**src/rtl/serial_adder_sequencer.sv**
```systemverilog
// Bit-serial adder controller driving one adder_block cell, LSB first.
// Optional macro SERIAL_ADDER_OVERFLOW_EN adds the registered signed overflow flag.

module adder_block (
  input  logic b_bit,
  input  logic c_bit,
  input  logic carry_in,
  input  logic carry_in_n,
  output logic sum_bit,
  output logic carry_out,
  output logic carry_out_n
);
  assign sum_bit     = b_bit ^ c_bit ^ carry_in;
  assign carry_out   = (b_bit & c_bit) | (carry_in & (b_bit ^ c_bit));
  // Complement path built from the inverted rails so it can disagree if the cell is faulty
  assign carry_out_n = (~b_bit & ~c_bit) | (carry_in_n & (b_bit ^ c_bit));
endmodule

module serial_adder_sequencer #(
  parameter int unsigned WIDTH = 8
) (
  input  logic             clk,
  input  logic             reset,
  input  logic             start,
  input  logic [WIDTH-1:0] b_reg,
  input  logic [WIDTH-1:0] c_reg,
  input  logic             carry_in_init,
  output logic             busy,
  output logic             done,
  output logic [WIDTH-1:0] sum,
  output logic             carry_out,
  output logic             zero,
`ifdef SERIAL_ADDER_OVERFLOW_EN
  output logic             overflow,
`endif
  output logic             sign
);
  localparam int unsigned CNT_W = $clog2(WIDTH);
  localparam logic [CNT_W-1:0] LAST_BIT = CNT_W'(WIDTH - 1);

  typedef enum logic [1:0] {IDLE, SHIFT, DONE} state_t;

  state_t           state;
  logic [WIDTH-1:0] b_sr;
  logic [WIDTH-1:0] c_sr;
  logic [WIDTH-1:0] psum;
  logic [CNT_W-1:0] cnt;
  logic             carry_q;

  logic             cell_sum;
  logic             cell_cout;
  logic             cell_cout_n;
  logic [WIDTH-1:0] new_sum;

  adder_block u_cell (
    .b_bit      (b_sr[0]),
    .c_bit      (c_sr[0]),
    .carry_in   (carry_q),
    .carry_in_n (~carry_q),
    .sum_bit    (cell_sum),
    .carry_out  (cell_cout),
    .carry_out_n(cell_cout_n)
  );

  // Partial sum including the bit produced this cycle
  assign new_sum = {cell_sum, psum[WIDTH-1:1]};

`ifdef SERIAL_ADDER_OVERFLOW_EN
  localparam logic [CNT_W-1:0] MSB_IN_BIT = CNT_W'(WIDTH - 2);
  logic msb_carry_in;

  always_ff @(posedge clk or posedge reset) begin
    if (reset) begin
      msb_carry_in <= 1'b0;
      overflow     <= 1'b0;
    end else if (state == SHIFT) begin
      if (cnt == MSB_IN_BIT) msb_carry_in <= cell_cout;
      if (cnt == LAST_BIT)   overflow     <= msb_carry_in ^ cell_cout;
    end
  end
`endif

  always_ff @(posedge clk or posedge reset) begin
    if (reset) begin
      state     <= IDLE;
      b_sr      <= '0;
      c_sr      <= '0;
      psum      <= '0;
      cnt       <= '0;
      carry_q   <= 1'b0;
      busy      <= 1'b0;
      done      <= 1'b0;
      sum       <= '0;
      carry_out <= 1'b0;
      zero      <= 1'b1;
      sign      <= 1'b0;
    end else begin
      case (state)
        IDLE: begin
          done <= 1'b0;
          if (start) begin
            b_sr    <= b_reg;
            c_sr    <= c_reg;
            carry_q <= carry_in_init;
            cnt     <= '0;
            busy    <= 1'b1;
            state   <= SHIFT;
          end
        end
        SHIFT: begin
          psum    <= new_sum;
          b_sr    <= b_sr >> 1;
          c_sr    <= c_sr >> 1;
          carry_q <= cell_cout;
          cnt     <= cnt + CNT_W'(1);
          if (cnt == LAST_BIT) begin
            sum       <= new_sum;
            carry_out <= cell_cout;
            zero      <= (new_sum == '0);
            sign      <= new_sum[WIDTH-1];
            busy      <= 1'b0;
            done      <= 1'b1;
            state     <= DONE;
          end
        end
        DONE: begin
          done  <= 1'b0;
          state <= IDLE;
        end
        default: state <= IDLE;
      endcase
    end
  end

`ifndef SYNTHESIS
  // Cell integrity: complementary carry rails must always disagree
  always_ff @(posedge clk) begin
    if (!reset && state == SHIFT) assert (cell_cout_n == ~cell_cout);
  end
`endif

endmodule
```
**config.mk**
```make
export PLATFORM = sky130hd
export DESIGN_NAME = serial_adder_sequencer
export DESIGN_NICKNAME = d
export VERILOG_FILES = /design/src/rtl/serial_adder_sequencer.sv
export SDC_FILE = /design/constraint.sdc
export NUM_CORES = 1
export LEC_CHECK = 0
export BUFFER_PORTS_ARGS = -buffer_cell sky130_fd_sc_hd__buf_4
export CAP_MARGIN = 20
export CORE_ASPECT_RATIO = 0.6
export CORE_UTILIZATION = 54
export CTS_BUF_LIST = sky130_fd_sc_hd__clkbuf_8 sky130_fd_sc_hd__clkbuf_16
export DETAILED_ROUTE_END_ITERATION = 10
export PLACE_DENSITY = 0.87
export SETUP_SLACK_MARGIN = 0.1
export SYNTH_ARGS = -nofsm -noshare
export SYNTH_HDL_FRONTEND = slang
export SYNTH_SLANG_ARGS = --single-unit
```
**constraint.sdc**
```tcl
create_clock -name clk -period 1.93 [get_ports clk]
set_input_delay 0.4825 -clock clk [delete_from_list [all_inputs] [get_ports clk]]
set_output_delay 0.4825 -clock clk [all_outputs]
set_load 0.1 [all_outputs]
```
---- Word level (Yosys, flattened, before mapping) ----
Cells that the tools add are included.
word-level totals
  logic and storage cells ................. 49
  output and inout port bits .............. 13
  input port bits ......................... 20
  register bits after elaboration ......... 43
cells by class
  equal/unequal tests ..................... 5
  reductions and logical operators ........ 10
  muxes and demuxes ....................... 16
  bitwise logic cells ..................... 5
  $add $sub $neg .......................... 1
operators with widths
  kind                                                                   number
  8-bit case mux with 2 select lines                                     2
  8-bit 2-to-1 mux                                                       2
  8-bit logical NOT                                                      1
  2-bit AND reduction                                                    4
  1-bit case mux with 2 select lines                                     3
  3-bit case mux with 2 select lines                                     1
  1-bit 2-to-1 mux                                                       4
  2-bit 2-to-1 mux                                                       2
  2-bit inequality test, second input constant                           2
  2-bit case mux with 2 select lines                                     1
  2-bit nonzero test                                                     2
  3-bit by 1-bit adder with 3-bit output, second input constant          1
  3-bit equality test, second input constant                             1
  3-bit 2-to-1 mux                                                       1
  3-bit AND reduction                                                    1
  1-bit bitwise AND                                                      2
  2-bit by 1-bit equality test with 1-bit output, second input constant  1
  2-bit equality test, second input constant                             1
  2-bit logical NOT                                                      1
  2-bit OR reduction                                                     1
  1-bit bitwise XOR                                                      2
  1-bit OR                                                               1

---- Depth between registers and ports, before layout ----
  depth in word-level cells ............... 4
  gate-level depth with buffers ........... 6
  mapped depth without buffers ............ 5

---- Hierarchy ----
Synthesis repeated with hierarchy kept, for this count alone.
unflattened totals
  cells, all modules ...................... 161
  area, all modules ....................... 1859.3 µm²
by module, submodules not included
  module                  area each (µm²)  cells an instance  instances
  serial_adder_sequencer  1811.7           156                1
  adder_block             47.5             5                  1

---- Least setup slack after synthesis ----
Ideal clock, no wire load.
  path type ............................... reg-to-output
  start point ............................. register sum[7]
  end point ............................... output port sum[7]
  path buffers ............................ 1
  stages on the path, launching flop included .. 2
  arrival ................................. 1336 ps
  slack ................................... 112 ps
  cell sequence ........................... dfrtp_1 -> buf_4
RTL lines
  item                    RTL line  RTL
  from (decl)             30        output logic [WIDTH-1:0] sum,
  from (signal assigned)  117       sum <= new_sum;
No word-level cell between the ends.

---- Worst setup path in the final report ----
  start point ............................. register zero
  end point ............................... output port zero
RTL lines
  item                    RTL line  RTL
  from (decl)             32        output logic zero,
  from (signal assigned)  119       zero <= (new_sum == '0);
No word-level cell between the ends.

==> run summary <==
Worst setup path
- maximum net fanout on the critical path: 2
- required time of the worst setup path: 1450 ps
- largest delay contributor family on the critical path: flip-flops
- cells along the critical path: buf_4
- slowest library cell on the worst path: dfstp_2
- critical path capture point type: output pin
- data arrival at the endpoint of the critical path: 1110 ps
- startpoint types: register
- Crit Path Class: reg -> out
- delay of the slowest cell on the worst path: 530 ps
- Crit. path cell count: 1
- buffer and inverter count on the worst path: 1
- cells on worst reg2reg path: 4

Die
- area of the die: 0.00358 mm^2
- starting density of the core: 59.7%
- core footprint: 0.00302 mm^2
- row count: 15
- die width: 76.6 um
- # IOs: 33
- die height: 46.8 um

Layout
- final standard cell utilization of the core: 69.6%
- final layout net count: 210
- antenna cells: 0
- fraction of final layout cells with drive strength greater than 1: 28.2%
- signed area change from the synthesized netlist to the final layout: 16.6%

Global route
- global route total overflow: 0
- pin count of the biggest net entering global routing: 42
- vias in the first global route: 1229
- number of antenna violations at the first check in global routing: 0
- wire length of the first global-routing pass: 5.84 mm
- overall routing resource usage: 22.9%

Timing
- final worst clock skew: 2.47 ps
- number of pins exceeding their max-slew limit in the final report: 0
- period utilisation layout: 82.3%
- unrepaired setup endpoints after global routing: no
- Max Clock Freq: 630 MHz
- slew at the pin closest to its max-slew limit: 495 ps
- worst rel slew slack: 67.0%
- Final TNS setup: 0 ps
- clock period minus final worst setup slack: 1590 ps
- final setup fails: 0
- final-report hold violation count: 0

Synth
- fraction of synthesized area in multiplexers: 13.9%
- area share of the leading cell type in the synthesized netlist: 55.5%
- Avg Cell Area, Syn: 11.6 um^2
- fraction of the mapped netlist area in simple logic gates: 11.5%
- largest area contributor in the synthesized netlist: dfrtp_1
- share of the synthesized area in compound gates (AO/OA/AOI/OAI): 9.02%
- Yosys warning count: 0
- part of the Yosys area used for sequential elements: 56.9%
- xor/xnor cell area share of the yosys netlist: 0%
- total nets after synthesis: 178
- number of cells produced by synthesis: 155
- number of synthesized register bits: 41
- main area contributors after synthesis: dfrtp_1 (55%), nand2_1 (8.5%), mux2i_1 (8.3%)
- number of different library cells in the post-synthesis netlist: 24
- largest family of logic cells by synthesized area: multiplexers
- post-synthesis share of cell area spent on full adders, half adders and majority gates: 2.50%
- cell area after synthesis: 0.00180 mm^2

Routing
- routed wirelength normalized by instance count: 14.9 um
- WL final: 3.42 mm
- first-pass detailed-route iteration total: 4
- DRC violation count after routing: 0
- post-route ant nets: 0
- overall via count from detail_route: 1216
- DR iter-0 viols: 64
- DR vias/cell: 5.29

Run
- Max Cap Viol: 0

Min path
- type of the tightest min-delay check: in -> async

Clocking
- total clock buffers created by CTS: 5
- count of cells resized by post-cts repair: 0
- number of hold buffers added after CTS: 0
- Post-CTS Setup Repair Bufs: 0
- cell at the root of the clock tree: clkbuf_8
- clock input transition at the sequential cells of the worst setup and hold paths: 70 ps
- CTS Buffer Depth: 2
- clock insertion delay at the later pin of the skew report: 290 ps
- CTS sink cnt: 41
- TritonCTS clock tree: built
- count of H-tree levels built during CTS: 2

Place
- global placement routability congestion: 0.743
- count of buffers from port buffering: 32
- DP HPWL: 2.46 mm

Outcome
- status: completed

## flip-flops by register name, summed over array words and instances, names as in the netlist, 2 cells and up
register	cells
state	2
c_sr	8
b_sr	8
cnt	3
psum	7
sum	8
## final cells by class
type	count	area (um^2)
tap	42	52.6
clock buffer	5	68.8
fill	226	917
timing repair buffer	35	263
clock inverter	3	11.3
multi-input combinational	100	667
inverter	4	15.0
sequential	41	1030
## path summary, 6_finish.rpt
kind	from	end	slack, ps
max reg2reg	cnt[0]$_DFFE_PP0P_	sum[2]$_DFFE_PP0P_	390
min reg2reg	c_sr[2]$_DFFE_PP0P_	c_sr[2]$_DFFE_PP0P_	490
min in group clk	b_reg[7]	b_sr[7]$_DFFE_PP0P_	410
min	reset	carry_out$_DFFE_PP0P_	310
max	zero$_DFFE_PP1P_	zero	340
max in group asynchronous	reset	zero$_DFFE_PP1P_	1260
## Yosys cell counts
cell type	n
a21oi_1	2
a22o_1	4
and2b_1	1
buf_12	1
buf_2	2
buf_4	2
buf_6	4
clkbuf_2	1
dfrtp_1	40
dfstp_2	1
fa_1	1
ha_1	2
inv_1	4
mux2_2	9
mux2i_1	15
nand2_1	41
nand2b_1	1
nand3b_4	1
nor3b_1	1
nor4_1	2
o21ai_0	7
o21ai_1	11
o21ai_2	1
o21bai_4	1
## through the flow
step	instances	hold WS [ps]	cell area [um^2]	worst slack, ps
CTS	230	330	2100	331
global placement	222	468	2020	486
global route	230	369	2100	285
detailed placement	222	476	2020	390
finish	230	314	2100	342
floorplan	155	449	1800	112
## metal layers
metal	part of all wire (%)	vias to the layer above	wire length (um)	track usage (%)
met2	49	28	1680	38.4
met5	0	-	0	0
met3	3.4	5	118	5.44
li1	-	584	-	-
met4	1.3	0	43	9.23
met1	46	599	1580	30.2
## cell usage in the layout (no fill, tap or decap)
cell / instances
nand2_1: 41
dfrtp_1: 40
buf_4: 35
mux2i_1: 15
o21ai_1: 11
mux2_2: 9
o21ai_0: 7
inv_1: 7
clkbuf_8: 5
a22o_1: 4
a21oi_1: 2
nor4_1: 2
ha_1: 2
o21bai_4: 1
nand2b_1: 1
nand3b_4: 1
o21ai_2: 1
and2b_1: 1
nor3b_1: 1
fa_1: 1
dfstp_2: 1
## cell families after synthesis
| kind of cell | after synthesis |
|---|---|
| buffers and inverters | 14 |
| flip-flops | 41 |
| AND/OR/NAND/NOR | 47 |
| adder cells (fa/ha/maj) | 3 |
| multiplexers | 24 |
| AO/OA/AOI/OAI | 26 |
## worst register-to-register path, cell delays in order (launching register included)
cell and delay, ps:
dfrtp_1 400, ha_1 210, ha_1 240, nand3b_4 200
mux2_2 370
Power is not shown: default switching activity piles up to over one toggle a cycle in this logic, so the estimate is an artifact.
